File: config.mk
export PLATFORM = sky130hd
export DESIGN_NAME = tennis_game_sequencer
export DESIGN_NICKNAME = d
export VERILOG_FILES = /design/src/rtl/tennis_pkg.sv /design/src/rtl/tennis_collide.sv /design/src/rtl/tennis_game_sequencer.sv
export SDC_FILE = /design/constraint.sdc
export NUM_CORES = 1
export LEC_CHECK = 0
export ABC_CLOCK_PERIOD_IN_PS = 6850
export CAP_MARGIN = 0
export CORE_UTILIZATION = 35
export DETAILED_ROUTE_END_ITERATION = 8
export GPL_ROUTABILITY_DRIVEN = 1
export GPL_TIMING_DRIVEN = 0
export HOLD_SLACK_MARGIN = 0.08
export SLEW_MARGIN = 10
export SYNTH_ARGS = -nofsm -noshare
export SYNTH_HDL_FRONTEND = slang
export SYNTH_SLANG_ARGS = --single-unit
File: constraint.sdc
create_clock -name clock -period 6.85 [get_ports clock]
set_input_delay 2.055 -clock clock [delete_from_list [all_inputs] [get_ports clock]]
set_output_delay 2.055 -clock clock [all_outputs]
set_load 0.005 [all_outputs]
File: src/rtl/tennis_pkg.sv
// Shared phase encoding and default screen/paddle geometry for the tennis controller.
package tennis_pkg;

    typedef enum logic [1:0] {
        PH_IDLE  = 2'd0,
        PH_SERVE = 2'd1,
        PH_PLAY  = 2'd2,
        PH_OVER  = 2'd3
    } phase_t;

    localparam int DEF_H_RES      = 640;
    localparam int DEF_V_RES      = 480;
    localparam int DEF_BALL_SIZE  = 8;
    localparam int DEF_PADDLE_W   = 8;
    localparam int DEF_PADDLE_H   = 64;
    localparam int DEF_PADDLE_X_L = 16;
    localparam int DEF_PADDLE_X_R = 616;
    localparam int SPEED_MAX      = 4;

    localparam int CENTRE_X = (DEF_H_RES - DEF_BALL_SIZE) / 2;
    localparam int CENTRE_Y = (DEF_V_RES - DEF_BALL_SIZE) / 2;

    function automatic logic [9:0] centre(input int res, input int size);
        return 10'((res - size) / 2);
    endfunction

endpackage

File: src/rtl/tennis_collide.sv
// Combinational next-position, wall bounce, paddle hit and miss evaluation for one ball step.
module tennis_collide
    import tennis_pkg::*;
#(
    parameter int H_RES      = DEF_H_RES,
    parameter int V_RES      = DEF_V_RES,
    parameter int BALL_SIZE  = DEF_BALL_SIZE,
    parameter int PADDLE_W   = DEF_PADDLE_W,
    parameter int PADDLE_H   = DEF_PADDLE_H,
    parameter int PADDLE_X_L = DEF_PADDLE_X_L,
    parameter int PADDLE_X_R = DEF_PADDLE_X_R
) (
    input  logic [9:0] x,
    input  logic [9:0] y,
    input  logic       dx,
    input  logic       dy,
    input  logic [2:0] speed,
    input  logic [9:0] paddle_l_y,
    input  logic [9:0] paddle_r_y,
    output logic [9:0] x_next,
    output logic [9:0] y_next,
    output logic       dx_next,
    output logic       dy_next,
    output logic       hit,
    output logic       miss_l,
    output logic       miss_r
);
    localparam logic signed [10:0] X_HIT_L = 11'(PADDLE_X_L + PADDLE_W);
    localparam logic signed [10:0] X_HIT_R = 11'(PADDLE_X_R - BALL_SIZE);
    localparam logic signed [10:0] X_MAX   = 11'(H_RES - BALL_SIZE);
    localparam logic signed [10:0] Y_MAX   = 11'(V_RES - BALL_SIZE);
    localparam logic signed [10:0] BALL_S  = 11'(BALL_SIZE);
    localparam logic signed [10:0] PAD_XR  = 11'(PADDLE_X_R);

    logic signed [10:0] step, sx, sy, nx, ny;
    logic [10:0] y_ext, pl_ext, pr_ext;
    logic overlap_l, overlap_r, hit_l, hit_r;

    // One extra bit keeps the step from wrapping past either screen edge.
    assign step = signed'({8'd0, speed});
    assign sx   = signed'({1'b0, x});
    assign sy   = signed'({1'b0, y});
    assign nx   = dx ? sx + step : sx - step;
    assign ny   = dy ? sy + step : sy - step;

    assign y_ext     = {1'b0, y};
    assign pl_ext    = {1'b0, paddle_l_y};
    assign pr_ext    = {1'b0, paddle_r_y};
    assign overlap_l = (y_ext + 11'(BALL_SIZE) > pl_ext) && (y_ext < pl_ext + 11'(PADDLE_H));
    assign overlap_r = (y_ext + 11'(BALL_SIZE) > pr_ext) && (y_ext < pr_ext + 11'(PADDLE_H));

    assign hit_l  = !dx && (nx <= X_HIT_L) && overlap_l;
    assign hit_r  = dx && (nx + BALL_S >= PAD_XR) && overlap_r;
    assign miss_l = !hit_l && (nx <= 11'sd0);
    assign miss_r = !hit_r && (nx >= X_MAX);
    assign hit    = hit_l | hit_r;

    always_comb begin
        y_next  = ny[9:0];
        dy_next = dy;
        if (ny <= 11'sd0) begin
            y_next  = '0;
            dy_next = 1'b1;
        end else if (ny >= Y_MAX) begin
            y_next  = Y_MAX[9:0];
            dy_next = 1'b0;
        end
    end

    always_comb begin
        x_next  = nx[9:0];
        dx_next = dx;
        if (hit_l) begin
            x_next  = X_HIT_L[9:0];
            dx_next = 1'b1;
        end else if (hit_r) begin
            x_next  = X_HIT_R[9:0];
            dx_next = 1'b0;
        end
    end

endmodule

File: src/rtl/tennis_game_sequencer.sv
// Frame-rate tennis controller: ball motion, scoring and idle/serve/play/over sequencing.
// Optional TENNIS_SPEEDUP_EN adds a paddle-hit counter that raises ball speed on every fourth hit.
module tennis_game_sequencer
    import tennis_pkg::*;
#(
    parameter int H_RES        = DEF_H_RES,
    parameter int V_RES        = DEF_V_RES,
    parameter int BALL_SIZE    = DEF_BALL_SIZE,
    parameter int PADDLE_W     = DEF_PADDLE_W,
    parameter int PADDLE_H     = DEF_PADDLE_H,
    parameter int PADDLE_X_L   = DEF_PADDLE_X_L,
    parameter int PADDLE_X_R   = DEF_PADDLE_X_R,
    parameter int BALL_SPEED   = 2,
    parameter int SERVE_FRAMES = 60,
    parameter int WIN_SCORE    = 7
) (
    input  logic       clock,
    input  logic       reset,
    input  logic       frame_tick,
    input  logic       start,
    input  logic [9:0] paddle_l_y,
    input  logic [9:0] paddle_r_y,
    output logic [9:0] ball_x,
    output logic [9:0] ball_y,
    output logic [3:0] score_l,
    output logic [3:0] score_r,
    output logic [1:0] phase,
    output logic       game_over
);
    localparam int CNT_W = $clog2(SERVE_FRAMES + 1);
    localparam logic [9:0] CX = centre(H_RES, BALL_SIZE);
    localparam logic [9:0] CY = centre(V_RES, BALL_SIZE);

    phase_t phase_q, phase_d;
    logic dx_q, dy_q;
    logic [CNT_W-1:0] serve_cnt;
    logic [2:0] speed;
    logic [9:0] x_next, y_next;
    logic dx_next, dy_next, hit, miss_l, miss_r;
    logic serve_done, play_tick, point, game_won;

    tennis_collide #(
        .H_RES(H_RES), .V_RES(V_RES), .BALL_SIZE(BALL_SIZE), .PADDLE_W(PADDLE_W),
        .PADDLE_H(PADDLE_H), .PADDLE_X_L(PADDLE_X_L), .PADDLE_X_R(PADDLE_X_R)
    ) u_collide (
        .x(ball_x), .y(ball_y), .dx(dx_q), .dy(dy_q), .speed(speed),
        .paddle_l_y(paddle_l_y), .paddle_r_y(paddle_r_y),
        .x_next(x_next), .y_next(y_next), .dx_next(dx_next), .dy_next(dy_next),
        .hit(hit), .miss_l(miss_l), .miss_r(miss_r)
    );

    assign serve_done = (phase_q == PH_SERVE) && frame_tick &&
                        (serve_cnt == CNT_W'(SERVE_FRAMES - 1));
    assign play_tick  = (phase_q == PH_PLAY) && frame_tick;
    assign point      = play_tick && (miss_l || miss_r);
    assign game_won   = (miss_l && (score_r == 4'(WIN_SCORE - 1))) ||
                        (miss_r && (score_l == 4'(WIN_SCORE - 1)));

    always_ff @(posedge clock or posedge reset) begin
        if (reset) phase_q <= PH_IDLE;
        else       phase_q <= phase_d;
    end

    always_comb begin
        phase_d = phase_q;
        case (phase_q)
            PH_IDLE, PH_OVER: if (start) phase_d = PH_SERVE;
            PH_SERVE:         if (serve_done) phase_d = PH_PLAY;
            PH_PLAY:          if (point) phase_d = game_won ? PH_OVER : PH_SERVE;
            default:          phase_d = phase_q;
        endcase
    end

    always_comb begin
        phase     = phase_q;
        game_over = (phase_q == PH_OVER);
    end

    // A start pulse restarts the serve count, so a coincident tick is never counted.
    always_ff @(posedge clock or posedge reset) begin
        if (reset) begin
            ball_x    <= CX;
            ball_y    <= CY;
            dx_q      <= 1'b1;
            dy_q      <= 1'b1;
            score_l   <= '0;
            score_r   <= '0;
            serve_cnt <= '0;
        end else begin
            case (phase_q)
                PH_IDLE, PH_OVER: if (start) begin
                    score_l   <= '0;
                    score_r   <= '0;
                    dx_q      <= 1'b1;
                    serve_cnt <= '0;
                    ball_x    <= CX;
                    ball_y    <= CY;
                end
                PH_SERVE: if (frame_tick) begin
                    serve_cnt <= serve_done ? '0 : serve_cnt + CNT_W'(1);
                end
                PH_PLAY: if (frame_tick) begin
                    if (point) begin
                        ball_x    <= CX;
                        ball_y    <= CY;
                        serve_cnt <= '0;
                        dx_q      <= miss_r;
                        score_l   <= score_l + {3'b000, miss_r};
                        score_r   <= score_r + {3'b000, miss_l};
                    end else begin
                        ball_x <= x_next;
                        ball_y <= y_next;
                        dx_q   <= dx_next;
                        dy_q   <= dy_next;
                    end
                end
                default: ;
            endcase
        end
    end

`ifdef TENNIS_SPEEDUP_EN
    logic [1:0] hit_cnt;
    logic [2:0] speed_q;
    logic       enter_serve;

    assign enter_serve = (phase_d == PH_SERVE) && (phase_q != PH_SERVE);
    assign speed       = speed_q;

    always_ff @(posedge clock or posedge reset) begin
        if (reset) begin
            hit_cnt <= '0;
            speed_q <= 3'(BALL_SPEED);
        end else if (enter_serve) begin
            hit_cnt <= '0;
            speed_q <= 3'(BALL_SPEED);
        end else if (play_tick && hit) begin
            hit_cnt <= hit_cnt + 2'd1;
            if ((hit_cnt == 2'd3) && (speed_q < 3'(SPEED_MAX))) speed_q <= speed_q + 3'd1;
        end
    end
`else
    logic hit_unused;
    assign hit_unused = hit;
    assign speed      = 3'(BALL_SPEED);
`endif

endmodule

# Word level (Yosys, flattened, before mapping)
# Index checks and enable logic that the tools add are counted.
# word_totals
mem_bits_rw	0
n_memories	0
latchBits	0
romBits	0
reg_bits	38
inputBits	24
# op_classes
n_bitwise	1
addsub	11
n_reduce_logical	29
eq_ne	12
multipliers	0
n_shift	0
div	0
n_lt_le_gt_ge	10
n_mux	40
# op_table
op	n
$mux 10	10
$pmux 10 s2	2
$mux 6	5
$add 10x2->11 const B	2
$add 10x7->11 const B	2
$ge 11x11->1 const B	2
$gt 11x10->1	2
$le 11x1->1 const B	2
$lt 10x11->1	2
$mux 11	2
$sub 10x2->11 const B	2
$mux 4	5
$pmux 6 s3	1
$pmux 4 s2	2
$reduce_and 4->1	4
$logic_and 1x1->1	14
$add 10x4->11 const B	1
$add 11x5->11 const B	1
$ge 11x10->1 const B	1
$le 11x6->1 const B	1
$ne 2x2->1 const B	5
$add 4x1->4	2
$eq 4x3->1 const B	2
$mux 2	4
15 further kinds	27

# Longest topological paths before layout
# logic_depth
word_depth	13
mapped_depth	17
depth_no_buf	17

# By module
# Synthesis repeated with hierarchy kept, for this count alone.
# unflattened
cells_unflattened	494
area_unflattened_um2	4406.7
# modules_own_cells
mod	instances	area_each_um2	cells_per_inst
tennis_collide	1	2561.2	335
tennis_game_sequencer	1	1845.5	159

# Least setup slack after synthesis
# OpenSTA, ideal clock, no wires.
# synth_timing
path_kind	input to register
from	input paddle_r_y[1]
to	register score_l[2]
path_buffers	0
cell_stages	15
required_time_ns	6.780
slack_ns	1.967
arrival_ns	4.814
setup_time_ns	0.070
cell_sequence	inv_1 -> ha_1 -> nor2b_1 -> o21ai_0 -> a21oi_1 -> a2111oi_0 -> a211oi_1 -> o311a_1 -> o221ai_4 -> and2_1 -> ha_1 -> ha_1 -> inv_1 -> or4_1 -> nand3_1
# synth_via
elab_chain_len	10
# synth_lines
element	line	text
start, declared	tennis_game_sequencer.sv:22	input logic [9:0] paddle_r_y,
$add 10x7->11	tennis_collide.sv:50	assign overlap_r = (y_ext + 11'(BALL_SIZE) > pr_ext) && (y_ext < pr_ext + 11'(PADDLE_H));
$lt 10x11->1	tennis_collide.sv:50	
$logic_and 1x1->1 (*)	tennis_collide.sv:50	
$logic_and 1x1->1 (*)	tennis_collide.sv:53	assign hit_r = dx && (nx + BALL_S >= PAD_XR) && overlap_r;
$logic_not 1->1 (*)	tennis_collide.sv:55	assign miss_r = !hit_r && (nx >= X_MAX);
$logic_and 1x1->1 (*)	tennis_collide.sv:55	
$add 4x1->4 / $logic_or 1x1->1 (equally long branches)	tennis_game_sequencer.sv:108, tennis_game_sequencer.sv:55	
$mux 4 / $logic_and 1x1->1 (equally long branches)	tennis_game_sequencer.sv:103, tennis_game_sequencer.sv:55	
$mux 4 / $ne 2x2->1 (equally long branches)	n/a	
$pmux 4 s2 / $reduce_and 4->1 (equally long branches)	n/a	
end signal, assigned	tennis_game_sequencer.sv:108	score_l <= score_l + {3'b000, miss_r};
end, declared	tennis_game_sequencer.sv:25	output logic [3:0] score_l,
# Mark *: on every way between the ends. The rest lies on a longest branch, timed or not. The select of a mux whose other input is x is not followed.
# A chain may end at the register's enable or synchronous reset.

# Final worst setup path
# Same ends and word-level chain as after synthesis.

==> results.sh <==
export IMPL_grt_pass1_vias=3754
export IMPL_power_density_mw_per_mm2=373.7
export IMPL_hold_class="reg2reg"
export IMPL_tightest_slew_ns=0.7804
export IMPL_path_buf_inv=3
export IMPL_drt_first_pass_iters=8
export IMPL_totalWireLength_um=10860
export IMPL_post_dp_hpwl_um=8439
export IMPL_final_common_cell="ha_1"
export IMPL_path_cells="clkdlybuf4s50_1, inv_1, ha_1, nor2b_1, o21ai_0, a21oi_1, a2111oi_0, a211oi_1, o311a_1, o221ai_4, and2_1, ha_1, ha_1, inv_1, or4_1, nand3_1"
export IMPL_fin_crit_ns=5.442
export IMPL_p_leak_uw=0.002281
export IMPL_wire_per_inst_um=15.68
export IMPL_peakVddDrop_mv=0.1847
export IMPL_netlist_instances=490
export IMPL_failed_checks="DRC"
export IMPL_cp_max_fo=5
export IMPL_synth_seq_area_share_pct=21.81
export IMPL_final_area_sq_mm=0.005065
export IMPL_io_buffer_count=51
export IMPL_switchingPower_uw=917.1
export IMPL_yosys_area_top_type_share_pct=18.47
export IMPL_cp_start_kind="primary input"
export IMPL_cpPeakStageDelay_ns=0.49
export IMPL_yosysWarnings=0
export IMPL_drv_slew=0
export IMPL_rsz0062_at_grt="no"
export IMPL_nets=637
export IMPL_rows=39
export IMPL_timing_critical_path_mode_cell="ha_1"
export IMPL_cts_hold_buf=0
export IMPL_pin_count=55
export IMPL_crit_path_end_kind="register"
export IMPL_area_growth_pct=20.62
export IMPL_antenna_found_initial=0
export IMPL_setup_tns_ns=0
export IMPL_cp_top_family="compound AO/OA/AOI/OAI gates"
export IMPL_status="finished with violations"
export IMPL_grt_first_pass_wirelength_um=18000
export IMPL_dieArea_sq_mm=0.01244
export IMPL_cts_root_buffer="clkbuf_16"
export IMPL_ant_nets=0
export IMPL_die_h_um=111.5
export IMPL_insertedDiodeCount=0
export IMPL_arrival_ns=5.66
export IMPL_grt_max_degree=37
export IMPL_finalHoldViolCount=0
export IMPL_htree_levels=2
export IMPL_dpl_instance_area_sq_mm=0.004892
export IMPL_design_core_area_sq_mm=0.01156
export IMPL_cp_slowest_cell="or4_1"
export IMPL_synth_edf_count=0
export IMPL_p_int_uw=975.6
export IMPL_via_per_inst=5.527
export IMPL_n_fill_cell=1153
export IMPL_drive_above_1_share_pct=10.73
export IMPL_syn_area_sq_mm=0.004199
export IMPL_final_cell_mix="ha_1, clkdlybuf4s50_1, inv_1"
export IMPL_worstSetupPathType="in2reg"
export IMPL_yosys_area_top_type="ha_1"
export IMPL_insertion_delay_ns=0.28
export IMPL_grt_usage_pct=17.72
export IMPL_drc=6
export IMPL_fmax_ghz=0.1838
export IMPL_die_x_um=111.5
export IMPL_clock_sinks=36
export IMPL_synthTopCellsByArea="ha_1, dfrtp_1, dfstp_2"
export IMPL_path_clk_slew_ns=0.06
export IMPL_drv_cap=0
export IMPL_crit_required_ns=7.07
export IMPL_num_vias=3830
export IMPL_final_util_pct=43.80
export IMPL_start_util_pct=36.31
export IMPL_synth_seq_cells=36
export IMPL_synthFlopType="dfrtp_1"
export IMPL_async_flop_share_pct=100.0
export IMPL_postCtsSetupBuffers=0
export IMPL_share_seq_of_total_power_pct=17.0
export IMPL_fin_skew_ns=0.003552
export IMPL_cts_inserted_buffers=5
export IMPL_p_sw_share_pct=48.45
export IMPL_ys_types=77
export IMPL_regArea_sq_um=915.9
export IMPL_setup_violations=0
export IMPL_gp_congestion=0.8797
export IMPL_grt_remaining_overflow=0
export IMPL_cts_tree="done"
export IMPL_multi_input_area_sq_mm=0.003044
export IMPL_clk_path_buf_depth=2
export IMPL_comb_power_share_pct=69.2
export IMPL_syn_avg_cell_area_sq_um=8.569
export IMPL_relSlewSlack_pct=47.90
export IMPL_first_iter_violations=166
export IMPL_clkPwrFrac_pct=13.9
export IMPL_cts_resized=0
export IMPL_period_share_pct=79.44
==> cell usage after synthesis, types with 4 or more instances <==
master,instances
ha_1,62
inv_1,42
nand2_1,37
a21oi_1,30
o21ai_0,26
dfrtp_1,24
nand3_1,21
xnor2_1,19
nor2_1,18
nor3_1,13
a21o_1,12
dfstp_2,12
nor2b_1,10
a31oi_1,8
o31ai_1,8
a21oi_2,7
clkbuf_1,7
nand2b_1,6
or3_1,6
or4_1,6
xor2_1,6
a211o_1,5
a211oi_1,5
and3_1,5
nor4_1,5
o211ai_1,5
nand4_1,4
==> flip-flops by register name, summed over array words and instances, names as in the netlist <==
name and cells:
score_r 4, phase 2, dx_q 1, score_l 4, ball_x 9, ball_y 9
serve_cnt 6, dy_q 1
==> path summary, 6_finish.rpt <==
check                                 startpoint                       end  slack [ns]  depth (start not counted)
hold reg to reg            ball_x[4]$_DFFE_PP1P_     ball_x[4]$_DFFE_PP1P_        0.52                          2
setup / recovery                   paddle_r_y[1]    score_l[2]$_DFFE_PP0P_        1.41                         16
max in group asynchronous                  reset  serve_cnt[0]$_DFFE_PP0P_        4.11                          2
hold / removal             ball_x[4]$_DFFE_PP1P_     ball_x[4]$_DFFE_PP1P_        0.52                          2
min in group asynchronous                  reset  serve_cnt[3]$_DFFE_PP0P_        2.24                          2
setup reg to reg                dx_q$_DFFE_PP1P_    score_l[2]$_DFFE_PP0P_        2.50                         15
==> cell type report <==
cell class	count	share of cell area, %
Inverter	42	3.113
Multi-Input combinational cell	398	60.10
Sequential cell	36	18.08
Timing Repair Buffer	51	10.08
Clock buffer	5	2.470
Clock inverter	3	0.8399
Buffer	15	1.779
Tap cell	143	3.533
==> metrics by stage <==
step	hold slack, ns	total power [uW]	setup slack (ns)	instances
global placement	0.5144	1607	1.223	685
detailed placement	0.5141	1625	1.100	685
floorplan	0.4970	1286	1.967	491
CTS	0.5233	1895	1.396	693
finish	0.5203	1893	1.408	693
global route	0.5381	2053	1.157	693
==> logic make-up after synthesis <==
group	Yosys count	synth area share, %
xor gates and xnor gates	26	5.602
DFF	36	21.81
and+or+nand+nor	151	19.31
AOI/OAI and AO/OA	153	27.38
buffers and inverters	57	5.900
muxes	2	0.4768
adders and majority gates	64	19.43
other	1	0.08931
==> routing by layer <==
layer | global-route usage (%) | up-vias | share of wire, %
met5 | 0 | - | 0
met3 | 2.014 | 22 | 3.5
li1 | - | 1938 | -
met4 | 6.126 | 0 | 2.2
met1 | 23.25 | 1809 | 48
met2 | 30.17 | 61 | 46
==> tightest hold or removal path, cell delays in order, from the launching register on <==
cell and delay [ns]:
dfstp_2 0.38, nor2_1 0.09, a21oi_1 0.05
==> power by group through the flow <==
stage	combinational [uW]	clock [uW]	sequential (uW)
after floorplan	978	0	308
after global placement	1280	0	325
after detailed placement	1300	0	326
after CTS	1310	267	323
after global routing	1450	277	328
final	1310	262	321
Power figures use the tool's default switching activity.
